$ cat src/rtl/alu_arbiter.sv
// alu_arbiter: shares one 32-bit ALU between two requesters with round-robin
// arbitration. Requests and responses use valid/ready handshakes. Only one
// operation is in flight at a time. Operands and the result are registered.
//
// Ports
//   clk, reset                   rising-edge clock, synchronous active-low reset
//   req_valid_N_i/req_ready_N_o  request handshake, requester N (0 = core, 1 = aux)
//   req_op_N_i                   ALU operation code, requester N
//   req_a_N_i/req_b_N_i          operands, requester N
//   resp_valid_N_o/resp_ready_N_i response handshake, requester N
//   resp_result_N_o              ALU result (0 unless requester N owns the response)
//   resp_zero_N_o                ALU zero flag (0 unless requester N owns the response)
//   busy_o                       high whenever the arbiter is not idle
//   owner_o                      requester owning the in-flight operation

// alu32: combinational ALU. ADD and OR are supported; every other code
// produces a result of 0. The zero flag is high when the result is 0.
module alu32 #(
  parameter int unsigned OP_WIDTH = 4
) (
  input  logic [OP_WIDTH-1:0] op,
  input  logic [31:0]         a,
  input  logic [31:0]         b,
  output logic [31:0]         result,
  output logic                zero
);

  localparam logic [OP_WIDTH-1:0] OP_ADD = '0;
  localparam logic [OP_WIDTH-1:0] OP_OR  = OP_WIDTH'(1);

  always_comb begin
    result = '0;
    if (op == OP_ADD) begin
      result = a + b;
    end else if (op == OP_OR) begin
      result = a | b;
    end
    zero = (result == '0);
  end

endmodule

module alu_arbiter #(
  parameter int unsigned DATA_WIDTH = 32,
  parameter int unsigned OP_WIDTH   = 4,
  parameter int unsigned PRIO_RESET = 0
) (
  input  logic                  clk,
  input  logic                  reset,

  input  logic                  req_valid_0_i,
  output logic                  req_ready_0_o,
  input  logic [OP_WIDTH-1:0]   req_op_0_i,
  input  logic [DATA_WIDTH-1:0] req_a_0_i,
  input  logic [DATA_WIDTH-1:0] req_b_0_i,

  input  logic                  req_valid_1_i,
  output logic                  req_ready_1_o,
  input  logic [OP_WIDTH-1:0]   req_op_1_i,
  input  logic [DATA_WIDTH-1:0] req_a_1_i,
  input  logic [DATA_WIDTH-1:0] req_b_1_i,

  output logic                  resp_valid_0_o,
  input  logic                  resp_ready_0_i,
  output logic [DATA_WIDTH-1:0] resp_result_0_o,
  output logic                  resp_zero_0_o,

  output logic                  resp_valid_1_o,
  input  logic                  resp_ready_1_i,
  output logic [DATA_WIDTH-1:0] resp_result_1_o,
  output logic                  resp_zero_1_o,

  output logic                  busy_o,
  output logic                  owner_o
);

  typedef enum logic [1:0] {
    IDLE = 2'd0,
    EXEC = 2'd1,
    RESP = 2'd2
  } state_t;

  state_t                  state;
  logic                    prio;
  logic                    owner;
  logic                    busy;
  logic                    resp_valid_0;
  logic                    resp_valid_1;
  logic [OP_WIDTH-1:0]     op_q;
  logic [DATA_WIDTH-1:0]   a_q;
  logic [DATA_WIDTH-1:0]   b_q;
  logic [DATA_WIDTH-1:0]   result_q;
  logic                    zero_q;

  logic                    grant_0;
  logic                    grant_1;
  logic [31:0]             alu_result;
  logic                    alu_zero;
  logic                    owner_ready;

  alu32 #(
    .OP_WIDTH (OP_WIDTH)
  ) u_alu (
    .op     (op_q),
    .a      (a_q),
    .b      (b_q),
    .result (alu_result),
    .zero   (alu_zero)
  );

  // Grants are only offered in IDLE. They are also masked while reset is
  // held, so no requester sees a ready that cannot be honoured.
  always_comb begin
    grant_0 = 1'b0;
    grant_1 = 1'b0;
    if (reset && (state == IDLE)) begin
      if (req_valid_0_i && req_valid_1_i) begin
        grant_0 = ~prio;
        grant_1 = prio;
      end else begin
        grant_0 = req_valid_0_i;
        grant_1 = req_valid_1_i;
      end
    end
  end

  always_comb begin
    owner_ready = owner ? resp_ready_1_i : resp_ready_0_i;
  end

  always_ff @(posedge clk) begin
    if (!reset) begin
      state        <= IDLE;
      prio         <= 1'(PRIO_RESET);
      owner        <= 1'b0;
      busy         <= 1'b0;
      resp_valid_0 <= 1'b0;
      resp_valid_1 <= 1'b0;
      op_q         <= '0;
      a_q          <= '0;
      b_q          <= '0;
      result_q     <= '0;
      zero_q       <= 1'b0;
    end else begin
      case (state)
        IDLE: begin
          if (grant_0 || grant_1) begin
            op_q  <= grant_1 ? req_op_1_i : req_op_0_i;
            a_q   <= grant_1 ? req_a_1_i  : req_a_0_i;
            b_q   <= grant_1 ? req_b_1_i  : req_b_0_i;
            owner <= grant_1;
            prio  <= ~grant_1;
            busy  <= 1'b1;
            state <= EXEC;
          end
        end
        EXEC: begin
          result_q     <= alu_result;
          zero_q       <= alu_zero;
          resp_valid_0 <= ~owner;
          resp_valid_1 <= owner;
          state        <= RESP;
        end
        RESP: begin
          if (owner_ready) begin
            resp_valid_0 <= 1'b0;
            resp_valid_1 <= 1'b0;
            busy         <= 1'b0;
            state        <= IDLE;
          end
        end
        default: begin
          resp_valid_0 <= 1'b0;
          resp_valid_1 <= 1'b0;
          busy         <= 1'b0;
          state        <= IDLE;
        end
      endcase
    end
  end

  assign req_ready_0_o   = grant_0;
  assign req_ready_1_o   = grant_1;
  assign resp_valid_0_o  = resp_valid_0;
  assign resp_valid_1_o  = resp_valid_1;
  assign resp_result_0_o = resp_valid_0 ? result_q : '0;
  assign resp_result_1_o = resp_valid_1 ? result_q : '0;
  assign resp_zero_0_o   = resp_valid_0 & zero_q;
  assign resp_zero_1_o   = resp_valid_1 & zero_q;
  assign busy_o          = busy;
  assign owner_o         = owner;

endmodule
$ cat config.mk
export PLATFORM = sky130hd
export DESIGN_NAME = alu_arbiter
export DESIGN_NICKNAME = d
export VERILOG_FILES = /design/src/rtl/alu_arbiter.sv
export SDC_FILE = /design/constraint.sdc
export NUM_CORES = 1
export LEC_CHECK = 0
export ABC_AREA = 0
export BUFFER_PORTS_ARGS = -buffer_cell sky130_fd_sc_hd__buf_2
export CORE_UTILIZATION = 55
export CTS_BUF_LIST = sky130_fd_sc_hd__clkbuf_4 sky130_fd_sc_hd__clkbuf_8
export CTS_CLUSTER_DIAMETER = 100
export DETAILED_ROUTE_END_ITERATION = 6
export HOLD_SLACK_MARGIN = 0.05
export PLACE_DENSITY = 0.88
export RECOVER_POWER = 100
export SLEW_MARGIN = 20
export SYNTH_ARGS = -nofsm -noshare
export SYNTH_HDL_FRONTEND = slang
export SYNTH_HIERARCHICAL = 1
export SYNTH_SLANG_ARGS = --single-unit
$ cat constraint.sdc
create_clock -name clk -period 3.9 [get_ports clk]
set_input_delay 0.585 -clock clk [delete_from_list [all_inputs] [get_ports clk]]
set_output_delay 0.585 -clock clk [all_outputs]
set_load 0.03 [all_outputs]
Word level (Yosys, flattened, before mapping)
Index checks and enable logic that the tools add are counted.
Widths: inputs -> output; s select.
{"block": "totals", "reg_bits": 108, "input_bits": 142, "output_inout_bits": 72, "elab_cells": 55}
{"block": "op_classes", "n_addsub": 1, "eq_ne": 5, "muxes": 20, "bitwise": 8, "reduce_logical": 10}
{"op": "$mux 32", "n": 6}
{"op": "$add 32x32->32", "n": 1}
{"op": "$logic_not 32->1", "n": 1}
{"op": "$or 32x32->32", "n": 1}
{"op": "$pmux 1 s3", "n": 3}
{"op": "$mux 1", "n": 7}
{"op": "$pmux 2 s3", "n": 1}
{"op": "$reduce_and 2->1", "n": 3}
{"op": "$not 1->1", "n": 5}
{"op": "$eq 4x1->1 const B", "n": 1}
{"op": "$logic_not 4->1", "n": 1}
{"op": "$mux 2", "n": 2}
{"op": "$mux 4", "n": 1}
{"op": "$reduce_and 3->1", "n": 1}
{"op": "$and 1x1->1", "n": 2}
{"op": "$eq 2x1->1 const B", "n": 1}
{"op": "$eq 2x2->1 const B", "n": 1}
{"op": "$logic_and 1x1->1", "n": 2}
{"op": "$logic_not 2->1", "n": 1}
{"op": "$ne 2x1->1 const B", "n": 1}
{"op": "$ne 2x2->1 const B", "n": 1}
{"op": "$logic_or 1x1->1", "n": 1}

Logic depth before layout (Yosys ltp)
{"block": "logic_depth", "ltp_word": 6, "mapped_depth": 15, "ltp_nobuf": 15}

Cells and area by module
Netlist, hierarchy kept.
{"mod": "alu_arbiter", "n_inst": 1, "cells_per_inst": 556, "area_per_inst_um2": 5028.6}
{"mod": "alu32", "n_inst": 1, "cells_per_inst": 419, "area_per_inst_um2": 2812.7}

Least setup slack after synthesis
No wires, ideal clock.
{"block": "synth_timing", "kind": "register to register", "startpoint": "register a_q[4]", "endpoint": "register zero_q", "setup_ns": 0.070, "arrival_ns": 3.466, "required_time_ns": 3.830, "setup_slack_ns": 0.363, "stages_incl_launch_ff": 15, "path_buffers": 0, "synth_period_minus_slack_ns": 3.537, "path_cell_list": "dfxtp_1 inv_1 ha_1 and2_4 a221oi_2 a21oi_1 o31a_1 or3_1 a41oi_1 mux2i_1 nand4bb_1 or4b_1 a2111oi_2 nand2_1 a21oi_1"}
{"block": "synth_via", "elab_chain_len": 4, "elab_cells_between_ends": 5}
{"element": "start, declared", "line": "90", "source": "logic [DATA_WIDTH-1:0] a_q;"}
{"element": "start signal, assigned", "line": "149", "source": "a_q <= grant_1 ? req_a_1_i : req_a_0_i;"}
{"element": "branches (longest 2 deep; another with $add 32x32->32)"}
{"element": "$mux 32 (*)", "line": "33", "source": "if (op == OP_ADD) begin"}
{"element": "$logic_not 32->1 (*)", "line": "38", "source": "zero = (result == '0);"}
{"element": "via alu_zero", "line": "98", "source": "logic alu_zero;"}
{"element": "end signal, assigned", "line": "159", "source": "zero_q <= alu_zero;"}
{"element": "end, declared", "line": "93", "source": "logic zero_q;"}
Mark *: on every way through the listed nets, which the timed path passes.
A chain may end at the register's enable or synchronous reset.

Worst setup path after layout
{"block": "layout_timing", "startpoint": "register b_q[4]", "endpoint": "register zero_q"}
{"block": "layout_via", "elab_cells_between_ends": 5}
{"element": "start, declared", "line": "91", "source": "logic [DATA_WIDTH-1:0] b_q;"}
{"element": "start signal, assigned", "line": "150", "source": "b_q <= grant_1 ? req_b_1_i : req_b_0_i;"}
{"element": "$add 32x32->32", "line": "34", "source": "result = a + b;"}
{"element": "$mux 32", "line": "33"}
{"element": "via alu_result[17]", "line": "97", "source": "logic [31:0] alu_result;"}
{"element": "$logic_not 32->1", "line": "38"}
{"element": "via alu_zero", "line": "98"}
The timed path passes the listed nets, and every way through them passes these cells.

==> impl_metrics.env <==
export IMPL_status="finished with violations"
export IMPL_violations="capacitance limit, slew limit"
export IMPL_crit_fanout=5
export IMPL_wirelength_mm=23.7
export IMPL_initial_core_util_pct=56.5
export IMPL_drive_gt1_share_pct=21.2
export IMPL_cp_start_kind="register"
export IMPL_yosysMostFrequentCell="dfxtp_1"
export IMPL_cp_required_ps=4230
export IMPL_ys_ff_latch=108
export IMPL_whs_ps=397
export IMPL_fin_crit_ps=3720
export IMPL_grt_pass1_wl_mm=37.6
export IMPL_synth_top_area_cell="dfxtp_1"
export IMPL_antenna_found_initial=0
export IMPL_instances_no_fill=1349
export IMPL_critPathKind="reg2reg"
export IMPL_pre_cts_slack_ps=-43.8
export IMPL_num_rows=43
export IMPL_die_w_um=121
export IMPL_ys_types=69
export IMPL_wl_per_cell_um=17.6
export IMPL_clk_path_buf_depth=2
export IMPL_cts_sinks=108
export IMPL_gp_congestion=0.949
export IMPL_clk_pin_slew_ps=110
export IMPL_irDropWorstVdd_uv=177
export IMPL_holdBufCountCts=0
export IMPL_ant_nets=0
export IMPL_detail_route_first_pass_iterations=5
export IMPL_grt_pass1_vias=7432
export IMPL_fin_skew_ps=21.4
export IMPL_grt_total_usage_pct=32.4
export IMPL_drc_errors=0
export IMPL_p_total_w=0.00316
export IMPL_hpwl_mm=18.1
export IMPL_seq_area_frac_synth_pct=27.6
export IMPL_synthArstFlopShare_pct=0
export IMPL_setup_viol=0
export IMPL_worstPathArrival_ps=4050
export IMPL_syn_inst=975
export IMPL_diodes=0
export IMPL_die_area_mm2=0.0147
export IMPL_dp_cells=1332
export IMPL_tightest_slew_ps=2230
export IMPL_vias=8121
export IMPL_synth_area_mm2=0.00784
export IMPL_nNetsFinal=1370
export IMPL_grt_max_degree=53
export IMPL_yosysWarnings=6
export IMPL_synth_flop_cell="dfxtp_1"
export IMPL_synth_nets=1181
export IMPL_synthTopCellsByCount="dfxtp_1, nand2_1, a21oi_1"
export IMPL_fill_cells=1261
export IMPL_multi_input_area_mm2=0.00509
export IMPL_synthTopCellsByArea="dfxtp_1, ha_1, a21oi_1, and2_1, a221o_1"
export IMPL_leakage_nw=4.13
export IMPL_max_slew_margin_pct=-48.6
export IMPL_drtIter0Drc=768
export IMPL_hold_viol=0
export IMPL_cts_tree="done"
export IMPL_syn_area_per_cell_um2=8.04
export IMPL_cts_buffers=9
export IMPL_cts_max_level=3
export IMPL_viasPerCell=6.02
export IMPL_core_mm2=0.0139
export IMPL_hold_class="in2reg"
export IMPL_io_buffer_count=213
export IMPL_seq_area_mm2=0.00217
export IMPL_io_pins=214
export IMPL_synth_edf_count=0
export IMPL_syn2layout_area_growth_pct=18.6
export IMPL_overflow=0
export IMPL_cap_violations=1
export IMPL_worst_slack_ps=182
export IMPL_p_per_area_mw_per_mm2=340
export IMPL_synth_top_area_share_pct=27.6
export IMPL_die_h_um=121
export IMPL_root_buffer="clkbuf_8"
export IMPL_max_freq_mhz=269
export IMPL_worst_setup_path_end_kind="register"
export IMPL_slew_viol_final=48
export IMPL_clk_latency_ps=410
export IMPL_fin_crit_sh_pct=95.3
==> critical path: stages, from the launching register on <==
cell and delay [ps]:
dfxtp_1 370, inv_1 60, ha_2 380, and2_4 190, nand3_4 90, a211o_1 380
a41o_1 250, a211o_1 310, nand3b_1 210, a2111oi_4 310, nand4b_1 120, or4b_1 540
a2111oi_2 220, nand2_1 80, a21oi_1 120
==> per-layer routing <==
layer	GRT usage [%]	routed length, µm	vias up	part of all wire, %
met5	0	0	-	0
met4	11.7	523	0	2.2
met3	3.43	1840	38	7.8
met2	51.6	10600	411	45
met1	45.2	10800	3728	45
li1	-	-	3944	-
==> state kept, by name, indices dropped and copies added, names as in the netlist <==
signal          cells
zero_q              1
op_q                4
a_q                32
owner_o             1
result_q           32
busy_o              1
b_q                32
resp_valid_1_o      1
prio                1
resp_valid_0_o      1
state               2
==> cell families (layout without fill, tap and decap cells) <==
logic type      Yosys count  after routing  synth area share, %
compound gates          340            340                 31.1
simple gates            282            282                 19.5
buf+inv                 153            347                 8.28
flops                   108            108                 27.6
fa+ha+maj                64             64                 10.3
xor+xnor                 23             23                 2.57
mux                       5              5                0.654
==> power breakdown <==
part / total (W) / switching, W / internal [W]
Sequential: 0.00129 / 0.0000921 / 0.00120
Clock: 0.000744 / 0.000399 / 0.000345
Combinational: 0.00112 / 0.000667 / 0.000453
Total: 0.00316 / 0.00116 / 0.00200
==> layout make-up <==
class                      instances  area share [%]
clock buffer                      12            1.71
clock inverter                     4           0.592
inverter                          74            2.99
multi-input combinational        714            54.8
sequential                       108            23.3
tap                              180            2.42
timing repair buffer             257            14.2
==> cells in the final DEF, fill, tap and decap left out, types with 10 or more instances in the layout <==
cell and n:
and2_0 22, a311oi_1 27, nand3b_1 28, a21oi_1 95, xor2_1 11, ha_1 61, o21ai_0 59, and2_1 49
xnor2_1 12, dfxtp_1 105, clkbuf_1 52, o22ai_1 14, nor2_1 21, a221o_1 43, o311a_1 42, inv_1 72
buf_4 41, clkbuf_8 11, a21o_1 10, buf_2 162, nand2_1 104
==> repair_timing <==
action                                 CTS  global route
pin swaps                                0             7
resized for setup                        1            13
endpoints found under the hold margin    0             0
setup endpoints to repair                1             1
buffers inserted                         0             1
==> metrics by stage <==
step	area (µm²)	utilization, %	TNS (ps)
finish	9300	67.0	0
global route	9300	67.0	-2.26
CTS	9320	67.1	0
detailed placement	9100	65.5	-43.8
global placement	9100	65.5	0
floorplan	7840	-	0
==> worst paths after layout <==
path	cells after the start	to	startpoint	slack, ps
hold / removal	2	b_q[5]	req_b_1_i[5]	400
hold reg to reg	2	result_q[25]	result_q[25]	470
setup reg to reg	14	zero_q	b_q[4]	180
setup / recovery	14	zero_q	b_q[4]	180
Power figures use the tool's default switching activity.
